File: config.mk
export PLATFORM = sky130hd
export DESIGN_NAME = mo_mul_array_flat
export DESIGN_NICKNAME = d
export VERILOG_FILES = /design/src/rtl/mo_mul_array_if.sv /design/src/rtl/mo_mul_array.sv /design/src/flat_wrapper.sv
export SDC_FILE = /design/constraint.sdc
export NUM_CORES = 2
export LEC_CHECK = 0
export BUFFER_PORTS_ARGS = -buffer_cell sky130_fd_sc_hd__buf_2
export CAP_MARGIN = 20
export CORE_MARGIN = 1.5
export CORE_UTILIZATION = 61
export CTS_BUF_LIST = sky130_fd_sc_hd__clkbuf_4 sky130_fd_sc_hd__clkbuf_8 sky130_fd_sc_hd__clkbuf_16
export CTS_CLUSTER_SIZE = 40
export DETAILED_ROUTE_END_ITERATION = 8
export GPL_TIMING_DRIVEN = 0
export HOLD_SLACK_MARGIN = 0.15
export PLACE_DENSITY_LB_ADDON = 0.25
export SETUP_SLACK_MARGIN = 0.5
export SLEW_MARGIN = 20
export SYNTH_ARGS = -nofsm -noshare
export SYNTH_HDL_FRONTEND = slang
export SYNTH_SLANG_ARGS = --single-unit
File: constraint.sdc
create_clock -name clk -period 8.9 [get_ports clk]
set_input_delay 1.78 -clock clk [delete_from_list [all_inputs] [get_ports clk]]
set_output_delay 1.78 -clock clk [all_outputs]
set_load 0.03 [all_outputs]
File: src/rtl/mo_mul_array_if.sv
// Operand/result bundle interface for the lane-parallel Montgomery multiplier.
// Valid/ready: a bundle moves on a rising edge where valid & ready are both 1;
// once valid is raised, the source holds the payload stable until that transfer.
interface mo_mul_array_if #(
  parameter int DATA_WIDTH = 12,
  parameter int LANES      = 4,
  parameter int TAG_WIDTH  = 4
);
  logic                              in_valid;
  logic                              in_ready;
  logic                              in_lazy;
  logic [TAG_WIDTH-1:0]              in_tag;
  logic [LANES*DATA_WIDTH-1:0]       in_a;
  logic [LANES*DATA_WIDTH-1:0]       in_b;
  logic                              out_valid;
  logic                              out_ready;
  logic [TAG_WIDTH-1:0]              out_tag;
  logic [LANES*(DATA_WIDTH+1)-1:0]   out_res;
  logic                              busy;

  modport master (
    output in_valid, in_lazy, in_tag, in_a, in_b, out_ready,
    input  in_ready, out_valid, out_tag, out_res, busy
  );

  modport slave (
    input  in_valid, in_lazy, in_tag, in_a, in_b, out_ready,
    output in_ready, out_valid, out_tag, out_res, busy
  );
endinterface

File: src/rtl/mo_mul_array.sv
// Multi-lane pipelined Montgomery multiplier: res = a*b*2^-DATA_WIDTH mod Q per lane,
// fully reduced or lazy in [0,2Q), with a global stall driven by output back-pressure.
module mo_mul_array #(
  parameter int DATA_WIDTH    = 12,
  parameter int Q             = 3329,
  parameter int QINV          = 3327,
  parameter int LANES         = 4,
  parameter int MUL_STAGE_CNT = 3,
  parameter int TAG_WIDTH     = 4
) (
  input  logic            clk,
  input  logic            rst,
  mo_mul_array_if.slave   bus
);
  localparam int DW = DATA_WIDTH;
  localparam int NS = MUL_STAGE_CNT;
  localparam int NR = MUL_STAGE_CNT - 2;
  localparam logic [DW-1:0] Q_C    = DW'(Q);
  localparam logic [DW-1:0] QINV_C = DW'(QINV);

  if (MUL_STAGE_CNT < 3) begin : g_chk_stages
    $error("mo_mul_array: MUL_STAGE_CNT must be at least 3");
  end
  if (((Q * QINV) + 1) % (1 << DATA_WIDTH) != 0) begin : g_chk_qinv
    $error("mo_mul_array: QINV is not -Q^-1 mod 2^DATA_WIDTH");
  end
  if (2 * Q >= (1 << (DATA_WIDTH + 1))) begin : g_chk_q
    $error("mo_mul_array: 2*Q does not fit in DATA_WIDTH+1 bits");
  end

  // Stage 0 holds t, stage 1 holds t and m, stages 2.. hold the result.
  logic [NS-1:0]                       vld_q, vld_d;
  logic [NS-1:0]                       lazy_q, lazy_d;
  logic [NS-1:0][TAG_WIDTH-1:0]        tag_q, tag_d;
  logic [LANES-1:0][2*DW-1:0]          t1_q, t1_d;
  logic [LANES-1:0][2*DW-1:0]          t2_q, t2_d;
  logic [LANES-1:0][DW-1:0]            m2_q, m2_d;
  logic [NR-1:0][LANES-1:0][DW:0]      res_q, res_d;

  logic [LANES-1:0][2*DW-1:0]          ab_prod;
  logic [LANES-1:0][DW-1:0]            m_lo;
  logic [LANES-1:0][DW:0]              red;
  logic                                stall;

  for (genvar l = 0; l < LANES; l++) begin : g_lane
    logic [DW-1:0] a_l;
    logic [DW-1:0] b_l;
    logic [2*DW:0] redc_sum;
    logic [DW:0]   u;

    assign a_l        = bus.in_a[l*DW +: DW];
    assign b_l        = bus.in_b[l*DW +: DW];
    assign ab_prod[l] = {{DW{1'b0}}, a_l} * {{DW{1'b0}}, b_l};
    assign m_lo[l]    = DW'(t1_q[l][DW-1:0] * QINV_C);
    // Low DW bits of the sum are zero by construction of m.
    assign redc_sum   = {1'b0, t2_q[l]} + ({{(DW+1){1'b0}}, m2_q[l]} * {{(DW+1){1'b0}}, Q_C});
    assign u          = (DW+1)'(redc_sum >> DW);
    assign red[l]     = (lazy_q[1] || (u < {1'b0, Q_C})) ? u : u - {1'b0, Q_C};
  end

  always_comb begin
    stall  = vld_q[NS-1] & ~bus.out_ready;
    vld_d  = vld_q;
    lazy_d = lazy_q;
    tag_d  = tag_q;
    t1_d   = t1_q;
    t2_d   = t2_q;
    m2_d   = m2_q;
    res_d  = res_q;
    if (!stall) begin
      vld_d    = {vld_q[NS-2:0], bus.in_valid};
      lazy_d   = {lazy_q[NS-2:0], bus.in_lazy};
      tag_d    = {tag_q[NS-2:0], bus.in_tag};
      t1_d     = ab_prod;
      t2_d     = t1_q;
      m2_d     = m_lo;
      res_d[0] = red;
      for (int s = 1; s < NR; s++) begin
        res_d[s] = res_q[s-1];
      end
    end
  end

  always_ff @(posedge clk or negedge rst) begin
    if (!rst) begin
      vld_q  <= '0;
      lazy_q <= '0;
      tag_q  <= '0;
      t1_q   <= '0;
      t2_q   <= '0;
      m2_q   <= '0;
      res_q  <= '0;
    end else begin
      vld_q  <= vld_d;
      lazy_q <= lazy_d;
      tag_q  <= tag_d;
      t1_q   <= t1_d;
      t2_q   <= t2_d;
      m2_q   <= m2_d;
      res_q  <= res_d;
    end
  end

  assign bus.in_ready  = ~stall;
  assign bus.out_valid = vld_q[NS-1];
  assign bus.out_tag   = tag_q[NS-1];
  assign bus.out_res   = res_q[NR-1];
  assign bus.busy      = |vld_q;
endmodule

File: src/flat_wrapper.sv
// flat-port wrapper written by rule: the top's interface ports become plain ports
module mo_mul_array_flat 
#(
  parameter int DATA_WIDTH    = 12,
  parameter int Q             = 3329,
  parameter int QINV          = 3327,
  parameter int LANES         = 4,
  parameter int MUL_STAGE_CNT = 3,
  parameter int TAG_WIDTH     = 4
)
  (clk, rst, bus_in_valid, bus_in_lazy, bus_in_tag, bus_in_a, bus_in_b, bus_out_ready, bus_in_ready, bus_out_valid, bus_out_tag, bus_out_res, bus_busy);
  mo_mul_array_if #(.DATA_WIDTH(DATA_WIDTH), .LANES(LANES), .TAG_WIDTH(TAG_WIDTH)) bus_i ();
  input  logic clk;
  input  logic rst;
  input wire logic [$bits(bus_i.in_valid)-1:0] bus_in_valid;
  input wire logic [$bits(bus_i.in_lazy)-1:0] bus_in_lazy;
  input wire logic [$bits(bus_i.in_tag)-1:0] bus_in_tag;
  input wire logic [$bits(bus_i.in_a)-1:0] bus_in_a;
  input wire logic [$bits(bus_i.in_b)-1:0] bus_in_b;
  input wire logic [$bits(bus_i.out_ready)-1:0] bus_out_ready;
  output wire logic [$bits(bus_i.in_ready)-1:0] bus_in_ready;
  output wire logic [$bits(bus_i.out_valid)-1:0] bus_out_valid;
  output wire logic [$bits(bus_i.out_tag)-1:0] bus_out_tag;
  output wire logic [$bits(bus_i.out_res)-1:0] bus_out_res;
  output wire logic [$bits(bus_i.busy)-1:0] bus_busy;
  assign bus_i.in_valid = bus_in_valid;
  assign bus_i.in_lazy = bus_in_lazy;
  assign bus_i.in_tag = bus_in_tag;
  assign bus_i.in_a = bus_in_a;
  assign bus_i.in_b = bus_in_b;
  assign bus_i.out_ready = bus_out_ready;
  assign bus_in_ready = bus_i.in_ready;
  assign bus_out_valid = bus_i.out_valid;
  assign bus_out_tag = bus_i.out_tag;
  assign bus_out_res = bus_i.out_res;
  assign bus_busy = bus_i.busy;
  mo_mul_array #(.DATA_WIDTH(DATA_WIDTH), .Q(Q), .QINV(QINV), .LANES(LANES), .MUL_STAGE_CNT(MUL_STAGE_CNT), .TAG_WIDTH(TAG_WIDTH)) u_core (.clk(clk), .rst(rst), .bus(bus_i));
endmodule
## After elaboration in Yosys (flattened, before gate mapping)

Cells that the tools add are included.

| operators by class | value |
|---|---|
| div/mod/pow operators | 0 |
| muxes and demuxes | 4 |
| equal/unequal tests | 0 |
| shift operators | 0 |
| $add $sub $neg | 8 |
| reduce and logical (&&, ||, !) cells | 5 |
| bitwise operators | 3 |
| $mul | 12 |
| $lt $le $gt $ge | 4 |

Operators with widths:

| operator | count |
|---|---|
| adder 24 x 24 -> 25 bit | 4 |
| multiplier 12 x 12 -> 24 bit | 4 |
| multiplier 12 x 12 -> 24 bit, second input constant | 4 |
| less-than comparator 13 x 12 -> 1 bit, second input constant | 4 |
| 2-to-1 mux 13 bit | 4 |
| subtractor 13 x 12 -> 13 bit, second input constant | 4 |
| multiplier 12 x 11 -> 12 bit, second input constant | 4 |
| logical OR 1 bit | 4 |
| OR reduction 3 bit | 1 |
| inverter 1 bit | 2 |
| AND 1 bit | 1 |

| storage, ports and cells | value |
|---|---|
| output and inout bits | 59 |
| memory bits (read-only) | 0 |
| memories kept | 0 |
| register bits | 309 |
| bits in writable memories | 0 |
| bits in latches | 0 |
| word-level logic and storage cells | 57 |

## Depth between registers and ports, before layout

| logic depth | value |
|---|---|
| depth in word-level cells | 5 |
| gate-level depth with buffers | 24 |

## Worst setup path before layout

Ideal clock, no wire load.

| timing path | value |
|---|---|
| path type | input -> register |
| start | input port bus_in_b[27] |
| end | register u_core.t1_q[71] (netlist bit) |
| slack | 1.664 ns |
| cell stages on the path | 22 |
| arrival time | 7.102 ns |
| path through | clkbuf_1 > nand2_1 > fa_1 > inv_1 > fa_1 > inv_1 > fa_1 > inv_1 > fa_1 > inv_1 > fa_1 > inv_1 > ha_1 > nor2b_1 > a41o_1 > o41a_1 > a211oi_1 > nor3_1 > a2111oi_0 > a21oi_1 > xnor2_1 > o21ai_0 |

| on the way | value |
|---|---|
| word-level cells in the longest chain between the ends | 1 |

Ends and longest elaborated chain:

| what | RTL line | RTL |
|---|---|---|
| start: declaration | flat_wrapper.sv:19 | `input wire logic [$bits(bus_i.in_b)-1:0] bus_in_b;` |
| multiplier 12 x 12 -> 24 bit | mo_mul_array.sv:53 | `assign ab_prod[l] = {{DW{1'b0}}, a_l} * {{DW{1'b0}}, b_l};` |
| end signal: assignment | mo_mul_array.sv:97 | `t1_q <= t1_d;` |
| end: declaration | mo_mul_array.sv:35 | `logic [LANES-1:0][2*DW-1:0] t1_q, t1_d;` |

Every way passes these cells.
A chain may end at the register's enable or synchronous reset.

## Worst setup path after layout

| timing path | value |
|---|---|
| start | input port bus_in_a[31] |
| end | register u_core.t1_q[71] (netlist bit) |

| on the way | value |
|---|---|
| word-level cells in the longest chain between the ends | 1 |

Ends and longest elaborated chain:

| what | RTL line | RTL |
|---|---|---|
| start: declaration | flat_wrapper.sv:18 | `input wire logic [$bits(bus_i.in_a)-1:0] bus_in_a;` |
| multiplier 12 x 12 -> 24 bit | mo_mul_array.sv:53 |  |

Every way passes these cells.

==> qor.txt <==
Outcome = finished, final reports clean
Hold WC Path Type = flop to flop
Max-cap violations = 0
Post-Route M1 WL = 51400 um
Cts-stage hold buffer count = 0
Initial DRT Pass Iterations = 7
Min-delay src = u_core.t1_q[20]$_DFFE_PN0N_
Chip Width = 280 um
Initial Util = 61.6%
Final TNS setup = 0 ns
Path depth of the worst reg2reg path = 20
CP startpoint = bus_in_a[31]
Cell Area, Synth = 46800 um^2
Vias in the first global route = 37700
# resized after CTS = 0
Number of flops mapped to enable cells by yosys = 0
Clock net sink count = 305
FF-to-FF Start = u_core.m2_q[38]$_DFFE_PN0N_
Slew @ Worst Pin = 1.23 ns
Post-CTS Setup Bufs = 0
Rows = 101
Crit path capture type = flop
Post-synth top area share = 26.6%
Drc violations = 0
Final nets = 6914
Met3 Routed Length = 10200 um
Cells after Synth = 5230
CORE AREA = 75900 um^2
Wire length on met2 = 54100 um
Synth top area cells = fa_1 27%, ha_1 20%, dfrtp_1 16%, nand2_1 7.4%, inv_1 7.4%
RSZ-0062 raised after global routing = false
Library cells used by synthesis = 92
Largest net degree at the start of global routing = 101
Hold Path End = u_core.t2_q[20]$_DFFE_PN0N_
Final wirelength = 120000 um
CTS tree = built
Initial drt markers = 2138
I/O pin count = 164
Clock slew at reported path FFs = 0.06 ns
CTS Buf Count = 40
Register area share after synthesis = 16.3%
Net Count, Synth = 6704
Primary FF master, synth = dfrtp_1
DP HPWL = 97800 um
Via density = 5.64
Crit path DAT = 7.99 ns
Vias = 36600
Fin crit period = 7.61 ns
Async S/R FF share, synth = 100%
Final Cycle Share = 85.5%
Final setup viols = 0
First-pass GRT wire length = 197000 um
Tot GR Track Use = 31.8%
Final Hold Vio Count = 0
CTS Root Cell = clkbuf_16
Initial antenna violation count = 1
CP Launch Type = input pin
Peak Freq = 131 MHz
Fillers = 6222
Port Buf Inserts = 163
Final Slew Violations = 0
Die ar. = 78400 um^2
Htree depth = 2
Clk Latency, worst-skew pair = 0.57 ns
CTS max path bufs = 3
Setup Skew = 0.0280 ns
Post-DRT Antenna Nets = 0
Yosys top cell by area = fa_1
Seq cells post-synth = 305
Mean post-synth cell area = 8.95 um^2
Rel. slew slack = 17.7%
Hold depth = 2
Synthesis warning total = 0
DIE HEIGHT = 280 um
Worst-path maximum fanout = 10
Worst Path Class, Setup = input pin to flop
GR Overflow Total = 0
DR WL/cell = 18.5 um
FF-to-FF End = u_core.bus.out_res[48]$_DFFE_PN0N_
Top sig layer = met4
Share of layout cells above drive strength 1 = 5.52%
Flop2flop setup slack = 2.48 ns
GP Congestion = 0.977
Area grow syn2layout = 7.81%
Diodes inserted = 0
Critical Path RT = 9.29 ns
-- flip-flops by register name, summed over array words and instances, names as in the netlist --
name	count
u_core.t1_q	96
u_core.t2_q	92
u_core.bus.out_res	52
u_core.m2_q	48
u_core.tag_q	8
u_core.bus.out_tag	4
u_core.vld_q	3
u_core.lazy_q	2
-- per-stage QoR --
| stage | std cells | hold WS, ns | area, um^2 | setup slack [ns] | utilization [%] |
|---|---|---|---|---|---|
| after detailed placement | 6426 | 0.455 | 49000 | 0.716 | 64.5 |
| after floorplan | 5230 | 0.439 | 46800 | 1.66 | - |
| after CTS | 6495 | 0.465 | 50400 | 1.35 | 66.4 |
| after global routing | 6497 | 0.490 | 50400 | 0.958 | 66.4 |
| final | 6497 | 0.464 | 50400 | 1.29 | 66.4 |
| after global placement | 6423 | 0.449 | 48900 | 0.114 | 64.4 |
-- kinds of logic (layout without fill, tap and decap cells) --
group	count (synthesis)	in the layout	synth area share, %
adder cells (fa/ha/maj)	1369	1369	46.6
buffers and inverters	1114	1351	9.01
flip-flops	305	305	16.3
AND/OR/NAND/NOR	1654	1654	16.0
multiplexers	19	19	0.420
AO/OA/AOI/OAI	583	583	8.16
XOR/XNOR	186	186	3.50
-- metal layers --
layer  vias to the layer above  track usage [%]
li1                      17100                -
met1                     18100             43.4
met2                      1208             50.7
met3                       231             6.52
met4                         0             10.6
met5                         -                0
-- placed cells by master, fill, tap and decap left out, types with 29 or more instances in the layout --
master,n
a21o_1,39
a21oi_1,182
a31oi_1,29
and2_1,221
and3_1,42
buf_2,165
clkbuf_1,161
clkbuf_16,41
dfrtp_1,305
fa_1,621
ha_1,748
inv_1,923
nand2_1,924
nand3_1,73
nor2_1,184
nor3_1,70
o21ai_0,113
o31ai_1,31
or3_1,30
xnor2_1,117
xor2_1,68
-- worst max-delay path, cell delays in order --
cell and delay, ns:
buf_2 0.10, clkbuf_1 0.43, nand2_1 0.16, fa_1 0.56
inv_1 0.05, fa_1 0.52, inv_1 0.06, fa_1 0.54
inv_1 0.05, fa_1 0.47, inv_1 0.05, fa_1 0.47
inv_1 0.04, ha_1 0.31, nor2b_1 0.14, a41o_1 0.23
o41a_1 0.38, a211oi_1 0.34, nor3_1 0.10, a2111oi_0 0.68
a21oi_1 0.17, xnor2_1 0.24, o21ai_0 0.11
-- synth_stat cells (15+ instances only) --
| cell | count |
|---|---|
| nor2_1 | 184 |
| nand3_1 | 73 |
| fa_1 | 621 |
| o21a_1 | 23 |
| inv_1 | 923 |
| xnor2_1 | 117 |
| nor3_1 | 70 |
| o31ai_1 | 31 |
| o21ai_0 | 113 |
| and2_1 | 221 |
| clkbuf_1 | 169 |
| xor2_1 | 68 |
| a21oi_1 | 182 |
| a211oi_1 | 15 |
| nand4_1 | 17 |
| a21o_1 | 39 |
| or3_1 | 30 |
| a31oi_1 | 29 |
| and3_1 | 42 |
| o21bai_1 | 23 |
| dfrtp_1 | 305 |
| ha_1 | 748 |
| nand2_1 | 924 |
-- area by class of cell --
class                   count  area (um^2)  share of cell area (%)
plain buffers             190          761                    1.51
clock buffers              52         1140                    2.26
clock inverters            17          273                   0.541
inverters                 924         3470                    6.88
multi-input cells        3811        34900                    69.3
flip-flops and latches    305         7630                    15.1
well taps                1030         1290                    2.55
repair buffers            168          938                    1.86
-- worst max-delay path by stage --
stage                                  end  cells after the start
6_report       u_core.t1_q[71]$_DFFE_PN0N_                     23
5_1_grt        u_core.t1_q[71]$_DFFE_PN0N_                     23
4_1_cts        u_core.t1_q[71]$_DFFE_PN0N_                     23
2_1_floorplan  u_core.t1_q[71]$_DFFE_PN0N_                     22
3_3_place_gp   u_core.vld_q[0]$_DFFE_PN0N_                      1
3_5_place_dp   u_core.t1_q[71]$_DFFE_PN0N_                     23
Power is not shown: default switching activity piles up to over one toggle a cycle in this logic, so the estimate is an artifact.
